File: src/rtl/axis_sync_fifo.sv
// Single-clock FIFO with a combinational head view and an occupancy output.
// Ports:
//   clk, reset_n    : clock, asynchronous active-low reset (empties the FIFO)
//   i_push/i_push_data : write strobe and entry; ignored when full
//   i_pop           : removes the head entry; ignored when empty
//   o_head          : head entry, valid while !o_empty
//   o_full/o_empty  : occupancy flags
//   o_level         : number of stored entries (0..DEPTH)
module axis_sync_fifo #(
  parameter int unsigned WIDTH = 9,
  parameter int unsigned DEPTH = 4
) (
  input  logic                     clk,
  input  logic                     reset_n,
  input  logic                     i_push,
  input  logic [WIDTH-1:0]         i_push_data,
  input  logic                     i_pop,
  output logic [WIDTH-1:0]         o_head,
  output logic                     o_full,
  output logic                     o_empty,
  output logic [$clog2(DEPTH):0]   o_level
);

  localparam int unsigned AW = $clog2(DEPTH);
  localparam int unsigned LW = AW + 1;

  logic [WIDTH-1:0] r_mem [DEPTH];
  logic [AW-1:0]    r_wr_ptr;
  logic [AW-1:0]    r_rd_ptr;
  logic [LW-1:0]    r_level;
  logic             w_push;
  logic             w_pop;

  assign o_full  = (r_level == LW'(DEPTH));
  assign o_empty = (r_level == '0);
  assign o_level = r_level;
  assign o_head  = r_mem[r_rd_ptr];

  assign w_push = i_push & ~o_full;
  assign w_pop  = i_pop & ~o_empty;

  // Storage carries no reset; entries are only observable through the level.
  always_ff @(posedge clk) begin
    if (w_push) begin
      r_mem[r_wr_ptr] <= i_push_data;
    end
  end

  // DEPTH is a power of two, so pointers wrap by natural overflow.
  always_ff @(posedge clk or negedge reset_n) begin
    if (!reset_n) begin
      r_wr_ptr <= '0;
      r_rd_ptr <= '0;
      r_level  <= '0;
    end else begin
      if (w_push) r_wr_ptr <= r_wr_ptr + AW'(1);
      if (w_pop)  r_rd_ptr <= r_rd_ptr + AW'(1);
      case ({w_push, w_pop})
        2'b10:   r_level <= r_level + LW'(1);
        2'b01:   r_level <= r_level - LW'(1);
        default: r_level <= r_level;
      endcase
    end
  end

endmodule

File: config.mk
export PLATFORM = sky130hd
export DESIGN_NAME = axis_sync_fifo
export DESIGN_NICKNAME = d
export VERILOG_FILES = /design/src/rtl/axis_sync_fifo.sv
export SDC_FILE = /design/constraint.sdc
export NUM_CORES = 1
export LEC_CHECK = 0
export BUFFER_PORTS_ARGS = -buffer_cell sky130_fd_sc_hd__buf_2
export CORE_MARGIN = 2
export CORE_UTILIZATION = 49
export DETAILED_ROUTE_END_ITERATION = 7
export PLACE_DENSITY = 0.72
export SLEW_MARGIN = 20
export SYNTH_ARGS = -nofsm -noshare
export SYNTH_HDL_FRONTEND = slang
export SYNTH_SLANG_ARGS = --single-unit
File: constraint.sdc
create_clock -name clk -period 1.71 [get_ports clk]
set_input_delay 0.171 -clock clk [delete_from_list [all_inputs] [get_ports clk]]
set_output_delay 0.171 -clock clk [all_outputs]
set_load 0.02 [all_outputs]
==> results of run 1 <==
placed cells by master (no fill, tap or decap), drive strengths merged:
| cell type | synthesis | routed |
|---|---|---|
| clkbuf | 0 | 6 |
| dlygate4sd3 | 0 | 1 |
| mux2i | 1 | 1 |
| fa | 1 | 1 |
| nor2 | 1 | 1 |
| edfxtp | 36 | 36 |
| inv | 6 | 6 |
| ha | 5 | 5 |
| o31a | 1 | 1 |
| dfrtp | 7 | 7 |
| bufinv | 0 | 2 |
| mux4 | 9 | 9 |
| nand2 | 1 | 1 |
| nor3 | 1 | 1 |
| nor3b | 1 | 1 |
| and2 | 4 | 4 |
| xor2 | 3 | 3 |
| mux2 | 1 | 1 |
| buf | 2 | 39 |
| xnor2 | 3 | 3 |
| nor2b | 1 | 1 |
registers in the layout (all words and copies together) (netlist names):
name      count
r_mem        36
o_level       3
r_wr_ptr      2
r_rd_ptr      2
metrics by stage:
stage | setup TNS, ns | instances | instance area [um^2]
floorplan | -0.491 | 84 | 1750
global placement | -0.0514 | 164 | 2000
finish | -0.445 | 176 | 2220
global route | -1.33 | 176 | 2220
detailed placement | -0.156 | 164 | 2000
CTS | -0.501 | 176 | 2210
cells by family after synthesis:
group | count (synthesis) | synth area share
AND/OR/NAND/NOR | 9 | 0.0432
flip-flops | 43 | 0.722
AO/OA/AOI/OAI | 1 | 0.00576
buffers and inverters | 8 | 0.0201
adder cells (fa/ha/maj) | 6 | 0.0475
multiplexers | 11 | 0.131
XOR/XNOR | 6 | 0.0302
critical path: cells and delay by family (launching register included):
| family | cells | cell delay, ns |
|---|---|---|
| XOR/XNOR | 2 | 0.28 |
| adder cells (fa/ha/maj) | 2 | 0.45 |
| buffers and inverters | 2 | 0.10 |
| flip-flops | 1 | 0.45 |
| AND/OR/NAND/NOR | 3 | 0.44 |
what timing repair did:
action	4_1_cts	5_1_grt
setup endpoints to repair	11	11
pin swaps	4	0
gates resized for setup	23	2
setup buffers	3	0
hold endpoints to repair	7	0
hold buffers	1	0
layout make-up:
class | count | area (um^2)
Timing Repair Buffer | 40 | 305
Clock buffer | 6 | 41.3
Multi-Input combinational cell | 33 | 470
Clock inverter | 2 | 60.1
Sequential cell | 43 | 1260
Inverter | 6 | 22.5
Fill cell | 243 | 1140
Tap cell | 46 | 57.6
routing by layer:
layer	routed length, um	track usage	part of all wire
met1	1090	0.183	0.39
met2	1540	0.283	0.55
met3	94	0.0589	0.034
met4	74	0.0734	0.026
met5	0	0	0
report_power, final:
| group | switching, mW | leakage (nW) | total (mW) | internal (mW) |
|---|---|---|---|---|
| clock network | 0.310 | 0.0525 | 0.766 | 0.456 |
| registers | 0.163 | 0.407 | 1.59 | 1.43 |
| logic | 0.819 | 0.403 | 1.76 | 0.942 |
| total | 1.29 | 0.863 | 4.12 | 2.82 |
final timing paths:
path	end	from	slack, ns	cells past startpoint
setup reg to reg	o_level[2]	o_level[0]	-0.09	9
hold reg to reg	r_wr_ptr[1]	r_wr_ptr[1]	0.61	1
min in group asynchronous	o_level[1]	reset_n	0.19	2
max in group asynchronous	o_level[2]	reset_n	1.36	2
hold / removal	r_mem[3][6]	i_push_data[6]	0.04	1
setup / recovery	o_level[2]	o_level[0]	-0.09	9
==> out/metrics.cfg, run 1 <==
[clock_network]
cts.clk_slew.worst_paths_ns = 0.12
h-tree-depth = 2
clock-sinks = 43
clockBufferDepth = 2
clk_latency_ns = 0.34
cts_buffers = 5
clock-root-buffer = clkbuf_4
cts_tree = built

[place]
hpwl_mm = 1.95
portBuffers = 26
gp_congestion = 0.743
place_ws_ns = -0.123

[finish]
area_growth_pct = 27.6
nets = 148
drive_gt1_frac = 0.546
diodes = 0
fin_util = 0.660

[run_status]
status = complete, but fails checks
violations = negative setup slack

[sta]
rsz0062_at_grt = yes
setup_viol = 9
setup_ws_ns = -0.0872
timing.final.crit_share = 1.05
period_minus_slack_ns = 1.80
clock.fmax_mhz = 556
timing.hold.ws_ns = 0.0363
hold_viol = 0
fin_worst_skew_ns = 0.00751
tightest_slew_ns = 0.266
slew_headroom = 0.823
slew_violations = 0

[die]
die-area_um2 = 4040
io_pins = 27
die_h_um = 63.6
rows = 21
die_x_um = 63.6
core_area_um2 = 3360
start_util = 0.517

[route]
drc_errors = 0
wl_per_cell_um = 15.9
ant_nets = 0
vias = 888
initialDrtViolationCount = 35
avgViaCountPerCell = 5.05
firstDrtPassIters = 4
routed_wl_mm = 2.80

[logic_synthesis]
syn_nets = 103
synth_seq_cells = 43
synthTopCellsByCount = edfxtp_1, mux4_2, dfrtp_1, inv_1, ha_1
ys.flop_type = edfxtp_1
synth_top_cell_by_area = edfxtp_1
ys_warn_count = 0
syn_inst = 84
ys_seq_area_frac = 0.722
ys_types = 19
synth.most_common_cell = edfxtp_1
yosysTopAreaCellShare = 0.622
yosys-top-cells-area = edfxtp_1, mux4_2, dfrtp_1, ha_1, and2_2
syn_area_um2 = 1740
syn_area_per_cell_um2 = 20.7
async_flop_share = 0.163
synth_edf_count = 36

[setup_path]
end_kind = flip-flop
path_class = reg -> reg
critPathArrivalTime_ns = 2.06
critPathLaunchType = flip-flop
path_cells = nor3b_4 -> nor2b_4 -> inv_2 -> ha_4 -> inv_2 -> fa_2 -> xor2_1 -> nor2_1 -> xor2_1
worstPathRequired_ns = 1.98
crit_fanout = 2
critPathMaxStageDelay_ns = 0.45
cpMaxStageDelayCell = dfrtp_2

[global_routing]
grt_util_all_layers = 0.165
grt_pass1_wl_mm = 4.73
grt_pass1_vias = 990
gr-total-overflow = 0
grt_max_degree = 14
antenna_found_initial = 0

[job]
drv_cap = 0

[power_and_ir_drop]
p_leak_nw = 0.863
ir_drop_mv = 1.08
total_power_mw = 4.12
power_density_nw_per_um2 = 1860

[min_path]
hold_path_class = in -> reg

Power figures use the tool's default switching activity.
==> inputs of run 2 (changes only) <==
--- a/config.mk
+++ b/config.mk
@@ -5,11 +5,11 @@
 export SDC_FILE = /design/constraint.sdc
 export NUM_CORES = 1
 export LEC_CHECK = 0
-export BUFFER_PORTS_ARGS = -buffer_cell sky130_fd_sc_hd__buf_2
+export BUFFER_PORTS_ARGS = -buffer_cell sky130_fd_sc_hd__buf_4
 export CORE_MARGIN = 2
-export CORE_UTILIZATION = 49
+export CORE_UTILIZATION = 55
 export DETAILED_ROUTE_END_ITERATION = 7
-export PLACE_DENSITY = 0.72
+export PLACE_DENSITY = 0.77
 export SLEW_MARGIN = 20
 export SYNTH_ARGS = -nofsm -noshare
 export SYNTH_HDL_FRONTEND = slang
==> constraint.sdc (replaced) <==
create_clock -name clk -period 1.9 [get_ports clk]
set_input_delay 0.19 -clock clk [delete_from_list [all_inputs] [get_ports clk]]
set_output_delay 0.19 -clock clk [all_outputs]
set_load 0.02 [all_outputs]
==> run 2 against run 1 <==
The flow now finishes without violations. Clock-buffer cell count down 1. Fmax shrank 5.0%. First-iteration DRC count down 49%. Largest power group unchanged. Highest routed layer unchanged. Combinational power is 16% lower. Final area is 1.5% lower. Power shrank 16%. Global-route usage increased by 2.0 points. Clock power decreased by 24%. Routed wire length up 5.1%. Utilization up 6.2 points.
==> out/metrics.cfg, run 2 (same netlist as run 1, synthesis figures left out) <==
[run_status]
status = finished, final reports clean

[finish]
drive_gt1_frac = 0.523
fillers = 192
fin_util = 0.721
post_layout_nonfiller_instances = 172
top_register = r_mem
final_cell_mix = edfxtp_1, buf_4, mux4_2, clkbuf_4
largest_reg_flops = 36
diodes = 0
multi_input_area_um2 = 470
regArea_um2 = 1260
final_common_cell = edfxtp_1
nets = 146
area_growth_pct = 25.6

[global_routing]
grt_pass1_vias = 931
grt_util_all_layers = 0.185
gr-total-overflow = 0
grt_pass1_wl_mm = 4.39
grt_max_degree = 15
antenna_found_initial = 0

[die]
die-area_um2 = 3630
io_pins = 27
start_util = 0.574
rows = 20
core_area_um2 = 3030
die_x_um = 60.2
die_h_um = 60.2

[place]
place_ws_ns = -0.00649
portBuffers = 26
gp_congestion = 0.634
hpwl_mm = 1.97
place_inst = 155

[sta]
tightest_slew_ns = 0.438
clock.fmax_mhz = 529
slew_headroom = 0.708
hold_viol = 0
period_minus_slack_ns = 1.89
rsz0062_at_grt = yes
timing.final.crit_share = 0.995
setup_ws_ns = 0.00884
finalSetupTns_ns = 0
setup_viol = 0
slew_violations = 0
fin_worst_skew_ns = 0.0129

[clock_network]
clockBufferDepth = 2
clk_latency_ns = 0.36
h-tree-depth = 2
cts.clk_slew.worst_paths_ns = 0.14
clock-sinks = 43
cts_tree = built
cts_buffers = 5
clock-root-buffer = clkbuf_4

[setup_path]
cpMaxStageDelayCell = dfrtp_2
path_class = reg -> reg
critPathBufInv = 2
critPathArrivalTime_ns = 2.14
critPathMaxStageDelay_ns = 0.44
r2r_slack_ns = 0.009
crit_fanout = 5
path_delay_family = flip-flops
worstPathRequired_ns = 2.14
critPathLaunchType = flip-flop
path_cells = buf_4 -> o31a_2 -> ha_4 -> inv_2 -> fa_2 -> xor2_2 -> nor2_1 -> xor2_1
end_kind = flip-flop

[route]
wl_per_cell_um = 17.1
firstDrtPassIters = 4
ant_nets = 0
initialDrtViolationCount = 18
routed_wl_mm = 2.95
avgViaCountPerCell = 4.95
vias = 851
drc_errors = 0

[power_and_ir_drop]
ir_drop_mv = 0.951
total_power_mw = 3.47
power_density_nw_per_um2 = 1590
p_leak_nw = 0.837

[job]
drv_cap = 0

[min_path]
hold_path_class = in -> reg

-- run 2: changes by cell type in the layout (fill, tap and decap cells not counted), sizes merged --
cell         before  now
buf              39   34
dlygate4sd3       1    4
clkinv            0    2
bufinv            2    1
clkbuf            6    5
-- run 2: power breakdown --
group	internal, mW	leakage (nW)	switching, mW
combinational	0.748	0.383	0.737
sequential	1.28	0.408	0.128
clock	0.277	0.0452	0.304
total	2.31	0.837	1.17
-- run 2: metal layers --
metal | part of all wire | wire (um) | GRT usage | up-vias
met2 | 0.54 | 1590 | 0.314 | 24
met3 | 0.046 | 135 | 0.0541 | 5
met1 | 0.40 | 1170 | 0.211 | 419
met5 | 0 | 0 | 0 | -
li1 | - | - | - | 403
met4 | 0.016 | 46 | 0.0952 | 0
-- run 2: cell type report --
cell class,count,share of cell area
sequential,43,0.577
tap,44,0.0252
multi-input combinational,33,0.215
clock buffer,5,0.0172
inverter,6,0.0103
clock inverter,3,0.0200
timing repair buffer,38,0.135
-- run 2: metrics by stage --
stage	hold WS (ns)	area (um^2)
after floorplan	-0.106	1750
after global placement	0.00760	2010
after detailed placement	0.00810	2010
after CTS	0.00805	2140
after global routing	0.00189	2180
final	0.0258	2180
-- run 2: path summary, 6_finish.rpt --
check	startpoint	to	cells after the start
max	o_level[0]	o_level[2]	8
min	i_push_data[3]	r_mem[0][3]	1
max reg2reg	o_level[0]	o_level[2]	8
min reg2reg	r_wr_ptr[1]	r_wr_ptr[1]	1
max in group asynchronous	reset_n	o_level[1]	2
min in group asynchronous	reset_n	r_wr_ptr[0]	2
-- run 2: what timing repair did --
| item | CTS | global route |
|---|---|---|
| endpoints found under the hold margin | 7 | 9 |
| hold buffers | 1 | 3 |
| setup buffers | 5 | 0 |
| setup endpoints to repair | 1 | 2 |
| pin swaps | 2 | 3 |
| resized for setup | 0 | 3 |
